===== src/rtl/cordic_pkg.sv =====
// Shared constants and types for the pipelined CORDIC atan2/magnitude engine.
// Angles are degrees in Q.16; the gain constant is 1/CORDIC-gain in Q.16.
package cordic_pkg;

  localparam int ATAN_Q16 [0:15] = '{
    1740967, 919879, 466945, 234379, 117304, 58666, 29335, 14668,
    7334, 3667, 1833, 917, 458, 229, 115, 57
  };

  localparam int K_Q16         = 39797;
  localparam int ANGLE_45_Q16  = 2949120;
  localparam int ANGLE_135_Q16 = 8847360;

  typedef enum logic [1:0] {
    QUAD_XP_YP = 2'b00,
    QUAD_XP_YN = 2'b01,
    QUAD_XN_YP = 2'b10,
    QUAD_XN_YN = 2'b11
  } quad_e;

endpackage


===== src/rtl/cordic_stage.sv =====
// One registered CORDIC vectoring micro-rotation, shifting by SHIFT and
// steering y toward zero; valid and zero flags travel alongside the data.
module cordic_stage
  import cordic_pkg::*;
#(
  parameter int W     = 21,
  parameter int SHIFT = 1,
  parameter int AW    = 26
) (
  input  logic                 i_clk,
  input  logic                 i_rst,
  input  logic                 i_en,
  input  logic                 i_valid,
  input  logic                 i_zero,
  input  logic signed [W-1:0]  i_x,
  input  logic signed [W-1:0]  i_y,
  input  logic signed [AW-1:0] i_a,
  output logic                 o_valid,
  output logic                 o_zero,
  output logic signed [W-1:0]  o_x,
  output logic signed [W-1:0]  o_y,
  output logic signed [AW-1:0] o_a
);

  localparam logic signed [AW-1:0] STEP = AW'(ATAN_Q16[SHIFT-1]);

  logic signed [W-1:0]  x_d, x_q, y_d, y_q;
  logic signed [AW-1:0] a_d, a_q;
  logic                 valid_d, valid_q, zero_d, zero_q;

  always_comb begin
    valid_d = i_valid;
    zero_d  = i_zero;
    if (i_y[W-1]) begin
      x_d = i_x - (i_y >>> SHIFT);
      y_d = i_y + (i_x >>> SHIFT);
      a_d = i_a - STEP;
    end else begin
      x_d = i_x + (i_y >>> SHIFT);
      y_d = i_y - (i_x >>> SHIFT);
      a_d = i_a + STEP;
    end
  end

  always_ff @(posedge i_clk or posedge i_rst) begin
    if (i_rst) begin
      x_q     <= '0;
      y_q     <= '0;
      a_q     <= '0;
      valid_q <= 1'b0;
      zero_q  <= 1'b0;
    end else if (i_en) begin
      x_q     <= x_d;
      y_q     <= y_d;
      a_q     <= a_d;
      valid_q <= valid_d;
      zero_q  <= zero_d;
    end
  end

  assign o_x     = x_q;
  assign o_y     = y_q;
  assign o_a     = a_q;
  assign o_valid = valid_q;
  assign o_zero  = zero_q;

endmodule


===== src/rtl/cordic_atan2_pipe.sv =====
// Fully pipelined CORDIC vectoring: (x,y) -> atan2 angle in degrees plus
// gain-compensated magnitude; latency ITER+2 enabled edges, one sample per edge.
module cordic_atan2_pipe
  import cordic_pkg::*;
#(
  parameter int IN_W    = 10,
  parameter int ITER    = 13,
  parameter int PREC    = 9,
  parameter int ANGLE_W = 18,
  parameter int FRAC_W  = 8
) (
  input  logic                      i_clk,
  input  logic                      i_rst,
  input  logic                      i_en,
  input  logic                      i_valid,
  input  logic signed [IN_W-1:0]    i_xval,
  input  logic signed [IN_W-1:0]    i_yval,
  output logic                      o_valid,
  output logic signed [ANGLE_W-1:0] o_angle,
  output logic signed [8:0]         o_angle_int,
  output logic [IN_W:0]             o_mag,
  output logic                      o_zero
);

  localparam int W  = IN_W + PREC + 2;
  localparam int AW = ANGLE_W - FRAC_W + 16;

  if (ITER < 1 || ITER > 16) begin : g_bad_iter
    $error("cordic_atan2_pipe: ITER must be in 1..16");
  end
  if (ANGLE_W - FRAC_W < 10 || FRAC_W < 1 || FRAC_W > 16) begin : g_bad_angle
    $error("cordic_atan2_pipe: need ANGLE_W-FRAC_W >= 10 and FRAC_W in 1..16");
  end
  if (IN_W < 4 || IN_W > 16) begin : g_bad_in_w
    $error("cordic_atan2_pipe: IN_W must be in 4..16");
  end

  localparam logic signed [AW-1:0]      A45     = AW'(ANGLE_45_Q16);
  localparam logic signed [AW-1:0]      A135    = AW'(ANGLE_135_Q16);
  localparam logic signed [ANGLE_W-1:0] ANG_MAX = ANGLE_W'(180 * (2 ** FRAC_W));
  localparam logic signed [ANGLE_W-1:0] ANG_MIN = ANGLE_W'(1 - 180 * (2 ** FRAC_W));
  localparam logic signed [ANGLE_W:0]   HALF    = (ANGLE_W+1)'(2 ** (FRAC_W - 1));
  localparam logic [W+15:0]             MAG_RND = (W+16)'(1) << (15 + PREC);

  quad_e                quad;
  logic signed [W-1:0]  x_ext, y_ext;
  logic signed [W-1:0]  x0_d, x0_q, y0_d, y0_q;
  logic signed [AW-1:0] a0_d, a0_q;
  logic                 valid0_d, valid0_q, zero0_d, zero0_q;

  // Pre-rotation folds every quadrant into the right half-plane; it doubles
  // as iteration zero, so its sqrt(2) gain is part of K_Q16.
  always_comb begin
    x_ext    = W'(i_xval) <<< PREC;
    y_ext    = W'(i_yval) <<< PREC;
    quad     = quad_e'({i_xval[IN_W-1], i_yval[IN_W-1]});
    valid0_d = i_valid;
    zero0_d  = (i_xval == '0) && (i_yval == '0);
    x0_d     = x_ext + y_ext;
    y0_d     = y_ext - x_ext;
    a0_d     = A45;
    case (quad)
      QUAD_XP_YP: begin x0_d = x_ext + y_ext;  y0_d = y_ext - x_ext;  a0_d = A45;   end
      QUAD_XN_YP: begin x0_d = y_ext - x_ext;  y0_d = -x_ext - y_ext; a0_d = A135;  end
      QUAD_XN_YN: begin x0_d = -x_ext - y_ext; y0_d = x_ext - y_ext;  a0_d = -A135; end
      QUAD_XP_YN: begin x0_d = x_ext - y_ext;  y0_d = x_ext + y_ext;  a0_d = -A45;  end
    endcase
  end

  always_ff @(posedge i_clk or posedge i_rst) begin
    if (i_rst) begin
      x0_q     <= '0;
      y0_q     <= '0;
      a0_q     <= '0;
      valid0_q <= 1'b0;
      zero0_q  <= 1'b0;
    end else if (i_en) begin
      x0_q     <= x0_d;
      y0_q     <= y0_d;
      a0_q     <= a0_d;
      valid0_q <= valid0_d;
      zero0_q  <= zero0_d;
    end
  end

  logic signed [W-1:0]  x_s     [0:ITER];
  logic signed [W-1:0]  y_s     [0:ITER];
  logic signed [AW-1:0] a_s     [0:ITER];
  logic                 valid_s [0:ITER];
  logic                 zero_s  [0:ITER];

  assign x_s[0]     = x0_q;
  assign y_s[0]     = y0_q;
  assign a_s[0]     = a0_q;
  assign valid_s[0] = valid0_q;
  assign zero_s[0]  = zero0_q;

  for (genvar k = 1; k <= ITER; k++) begin : g_stage
    cordic_stage #(.W(W), .SHIFT(k), .AW(AW)) u_stage (
      .i_clk   (i_clk),
      .i_rst   (i_rst),
      .i_en    (i_en),
      .i_valid (valid_s[k-1]),
      .i_zero  (zero_s[k-1]),
      .i_x     (x_s[k-1]),
      .i_y     (y_s[k-1]),
      .i_a     (a_s[k-1]),
      .o_valid (valid_s[k]),
      .o_zero  (zero_s[k]),
      .o_x     (x_s[k]),
      .o_y     (y_s[k]),
      .o_a     (a_s[k])
    );
  end

  logic signed [ANGLE_W-1:0] ang_trunc, angle_d, angle_q;
  logic signed [ANGLE_W:0]   ang_rnd;
  logic signed [8:0]         angle_int_d, angle_int_q;
  logic [IN_W:0]             mag_d, mag_q;
  logic                      valid_d, valid_q, zero_d, zero_q;

  // Residual error can push the angle just past +/-180; clamp into (-180,+180].
  always_comb begin
    valid_d   = valid_s[ITER];
    zero_d    = zero_s[ITER];
    ang_trunc = ANGLE_W'(a_s[ITER] >>> (16 - FRAC_W));
    if (ang_trunc > ANG_MAX) begin
      angle_d = ANG_MAX;
    end else if (ang_trunc < ANG_MIN) begin
      angle_d = ANG_MIN;
    end else begin
      angle_d = ang_trunc;
    end
    mag_d = (IN_W+1)'((((W+16)'($unsigned(x_s[ITER])) * (W+16)'(K_Q16)) + MAG_RND)
                      >> (16 + PREC));
    if (zero_s[ITER]) begin
      angle_d = '0;
      mag_d   = '0;
    end
    ang_rnd     = (ANGLE_W+1)'(angle_d) + HALF;
    angle_int_d = 9'(ang_rnd >>> FRAC_W);
  end

  always_ff @(posedge i_clk or posedge i_rst) begin
    if (i_rst) begin
      angle_q     <= '0;
      angle_int_q <= '0;
      mag_q       <= '0;
      valid_q     <= 1'b0;
      zero_q      <= 1'b0;
    end else if (i_en) begin
      angle_q     <= angle_d;
      angle_int_q <= angle_int_d;
      mag_q       <= mag_d;
      valid_q     <= valid_d;
      zero_q      <= zero_d;
    end
  end

  assign o_valid     = valid_q;
  assign o_angle     = angle_q;
  assign o_angle_int = angle_int_q;
  assign o_mag       = mag_q;
  assign o_zero      = zero_q;

endmodule


===== config.mk =====
export PLATFORM = sky130hd
export DESIGN_NAME = cordic_atan2_pipe
export DESIGN_NICKNAME = d
export VERILOG_FILES = /design/src/rtl/cordic_pkg.sv /design/src/rtl/cordic_stage.sv /design/src/rtl/cordic_atan2_pipe.sv
export SDC_FILE = /design/constraint.sdc
export NUM_CORES = 2
export LEC_CHECK = 0
export ABC_AREA = 0
export CORE_MARGIN = 1.5
export CORE_UTILIZATION = 33
export DETAILED_ROUTE_END_ITERATION = 10
export GPL_ROUTABILITY_DRIVEN = 1
export SYNTH_ARGS = -nofsm -noshare
export SYNTH_HDL_FRONTEND = slang
export SYNTH_SLANG_ARGS = --single-unit

===== constraint.sdc =====
create_clock -name i_clk -period 33.5 [get_ports i_clk]
set_input_delay 5.025 -clock i_clk [delete_from_list [all_inputs] [get_ports i_clk]]
set_output_delay 5.025 -clock i_clk [all_outputs]
set_load 0.03 [all_outputs]

==> results <==
- At the placement stage, the worst setup path has a slack of 24310 ps.
- The number of gates resized after CTS was 0.
- The clock arrives with 34.3 ps of skew.
- The worst path buffer plus inverter count is 2.
- The TritonCTS clock tree is done.
- The site row count is 179.
- In the synthesized netlist, the number of instances is 8613.
- The cell area after technology mapping is 0.0790 mm2.
- The final estimated routing congestion in global placement is 0.901.
- Data on the critical path arrives at its endpoint at 9050 ps.
- The number of detailed-routing iterations run before antenna repair is 9.
- The total overflow left after global routing is 0.
- The worst hold path begins at g_stage[5].u_stage.o_a[1].
- The maximum cell stage delay along the critical path is 650 ps.
- The most used flip-flop cell after synthesis is sky130_fd_sc_hd__dfrtp_1.
- From bottom edge to top edge, the die measures 492 um.
- The portion of synthesized cell area occupied by the leading cell type is 0.281.
- The master of the slowest instance on the critical path is sky130_fd_sc_hd__clkdlybuf4s50_1.
- Counting flops with an async set or reset pin after synthesis yields a share of 1.00.
- The final sum of negative setup slack is 0 ps.
- The path class of the lowest-slack min-delay path is register to register.
- The number of nets with antenna violations after routing is 0.
- The insertion delay of the later-clocked pin in the worst-skew pair is 750 ps.
- The total count of hold-check failures in the final report was 0.
- The number of buffers created by CTS is 103.
- Along the worst path, the maximum fanout reaches 6.
- The worst register-to-register path has a depth of 23.
- Across all layers, the routed design uses 61600 vias.
- In the post-synthesis netlist, the cell with the most instances is sky130_fd_sc_hd__ha_1.
- The maximum clock frequency is 0.119 GHz.
- The area fraction in compound gates after synthesis is 0.173.
- The xor/xnor share of the synthesized area is 0.100.
- The type of origin of the critical path is an input port.
- The maximum number of pins on one net before global-route repair is 205.
- The part of the Yosys area used for sequential elements is 0.281.
- The hold-critical path depth is 1.
- The clock-pin slew of the registers on the worst-case setup and hold paths is 70 ps.
- For the pin with the worst max-slew slack, the measured transition is 1100 ps.
- Of the available clock period, the critical path in the final layout requires 0.251.
- The maximum buffer depth of the clock tree is 3.
- The startpoint identified for the worst register-to-register timing path is g_stage[13].u_stage.o_x[6].
- The via count of the first global-routing pass is 61600.
- The number of gates on the worst path with buffers counted is 16.
- The root buffer cell chosen for the clock tree is sky130_fd_sc_hd__clkbuf_16.
- The biggest area consumer among synthesized cells is sky130_fd_sc_hd__dfrtp_1.
- Of the post-synthesis cell area, the part taken by muxes is 0.0830.
- The I/O pin total is 64.
- The number of cells in the design after placement is 11600.
- The required time at the endpoint of the critical path is 34140 ps.
- The violation count after the first detailed-route iteration is 3569.
- The clock sink count is 886.
- A synthesized cell averages 9.17 um2.
- The cell type group with the largest total delay on the critical path is compound AO/OA/AOI/OAI gates.
- The number of setup buffers added after CTS is 0.
- The shortest period the worst path allows is 8410 ps.
- The core area is 0.238 mm2.
- The commonest cells after synthesis are sky130_fd_sc_hd__ha_1 (954), sky130_fd_sc_hd__dfrtp_1 (886), sky130_fd_sc_hd__nor2_1 (729).
- The fraction of layout cells with a size suffix above 1 is 0.0956.
- The number of violations of the max-capacitance limit is 0.
- The flow ran to the end, but the final reports show violations.
- The adder-cell share of the synthesized area is 0.196.
- The depth of the CTS H-tree is 3.
- The count of pins over their slew limit came to 0.
- In this run, distinct cell masters in the synthesized netlist total 87.
- The total routing usage reported by global routing is 0.164.
- The detailed-placement wirelength estimate is 155000 um.
- After the flow finishes, the layout carries non-filler instances totaling 11800.
- Setup violations remaining at the end of the flow were counted as 0.
- The horizontal die dimension is 492 um.
- The checks that failed: design-rule violations.
- The critical path goes through clkdlybuf4s50_1 -> inv_1 -> ha_1 -> ha_1 -> o21a_1 -> o21a_1 -> o21a_1 -> o21a_1 -> o21a_1 -> nor2_1 -> o21ai_0 -> a21o_1 -> a22o_1 -> ha_1 -> nand2b_1 -> a221oi_1.
- The worst path setup slack after routing is 25090 ps.
- In this run, synthesis produced a sequential element count of 886.
- The most critical setup path has its startpoint at i_xval[1].
- The type of the setup path with the least slack is input port to register.
- Of the total synthesized cell area, the portion taken by AND, OR, NAND and NOR gates is 0.127.
- The number of nets in the synthesized netlist is 9768.
- In the post-synthesis netlist, the biggest area contributors are sky130_fd_sc_hd__dfrtp_1 (28%), sky130_fd_sc_hd__ha_1 (15%), sky130_fd_sc_hd__mux2_2 (7.7%), sky130_fd_sc_hd__xnor2_1 (7.1%), sky130_fd_sc_hd__fa_1 (4.5%).
- Setup repair after global routing left no endpoint under its margin.
- Dividing the detail-routed wire length by the instance count gives 16.9 um.
- The worst hold-check slack is 477 ps.
- The Yosys step of the flow raised 0 warnings.
- By area, the combinational part of the netlist is dominated by adder cells.
- After the last flow step, the layout net total stands at 9725.
- The count of flip-flops with a built-in enable after synthesis is 0.
- The endpoint kind of the worst setup timing path is a register.
- The total of hold buffers inserted after clock tree synthesis is 0.
- Relative to the synthesized area, the layout overhead comes to 9.64%.
- The initial cell density of the core is 0.332.
- The count of buffers from port buffering is 63.
- Wires add up to 200000 um.
- The initial antenna violation count was 5.
- After detailed routing, the number of remaining DRC violations is 10.
- The die covers 0.242 mm2.
- The tightest slew margin relative to the limit is 0.263.
- The first global-routing pass estimated 330000 um of wire.
- The cell that appears most often on the critical path is sky130_fd_sc_hd__o21a_1.
- After detailed routing, the number of vias per cell comes to 5.21.
final cells by class:
cell class / instances / area (um2)
Fill cell: 23900 / 151000
Multi-Input combinational cell: 6901 / 53700
Clock buffer: 145 / 3020
Sequential cell: 886 / 22200
Timing Repair Buffer: 104 / 981
Tap cell: 3167 / 3960
Antenna cell: 3 / 7.51
Inverter: 574 / 2170
Clock inverter: 47 / 576
layer usage:
| layer | wire [um] | vias to the layer above | GRT usage |
|---|---|---|---|
| li1 | - | 30800 | - |
| met2 | 94500 | 950 | 0.280 |
| met4 | 5680 | 0 | 0.0496 |
| met3 | 6140 | 251 | 0.0169 |
| met1 | 93600 | 29600 | 0.217 |
| met5 | 0 | - | 0 |
metrics by stage:
stage,instance area (um2),utilization
after global placement,83000,0.349
after detailed placement,83000,0.349
after CTS,86600,0.364
final,86600,0.364
after floorplan,79000,-
after global routing,86600,0.364
cell families (layout without fill, tap and decap cells):
logic type / after synthesis / in the layout
simple gates: 2149 / 2149
mux: 587 / 587
buf+inv: 826 / 870
fa+ha+maj: 1131 / 1131
flops: 886 / 886
compound gates: 2129 / 2129
xor+xnor: 905 / 905
other cells: 0 / 3
state kept, by name, summed over array words and instances (netlist names):
register                 flops
a0_q                         4
y0_q                        12
g_stage.u_stage.o_valid     13
g_stage.u_stage.o_a        316
o_angle_int                  9
x0_q                        11
o_valid                      1
g_stage.u_stage.o_y        222
o_zero                       1
zero0_q                      1
g_stage.u_stage.o_x        253
o_angle                     18
g_stage.u_stage.o_zero      13
valid0_q                     1
o_mag                       11
worst paths after layout:
kind	endpoint	slack, ps
min in group asynchronous	g_stage[11].u_stage.o_a[4]	4770
setup / recovery	y0_q[20]	25090
max in group asynchronous	g_stage[2].u_stage.o_a[16]	25540
hold / removal	g_stage[6].u_stage.o_a[1]	480
hold reg to reg	g_stage[6].u_stage.o_a[1]	480
setup reg to reg	o_mag[8]	26640
placed cells by master, fill, tap and decap left out, drive strengths merged, types with 23 or more instances in the layout:
cell type and n:
and3 72, nand2b 61, nand3b 26, a31o 24, clkbuf 145, inv 577
clkinv 31, xnor2 636, a21o 253, nand2 484, fa 177, o21bai 105
a211oi 74, o31ai 51, a21oi 696, buf 42, o211ai 86, o21a 94
nor2b 75, a31oi 91, a211o 24, a21boi 23, mux2 541, xor2 269
mux2i 46, and2 35, nand4 44, ha 954, a22o 23, dfrtp 886
nor4 66, a221oi 30, or3 77, nor3b 25, clkdlybuf4s50 62, nor3 272
o21ai 361, nor2 729, nand3 126
Power is not shown: default switching activity piles up to over one toggle a cycle in this logic, so the estimate is an artifact.
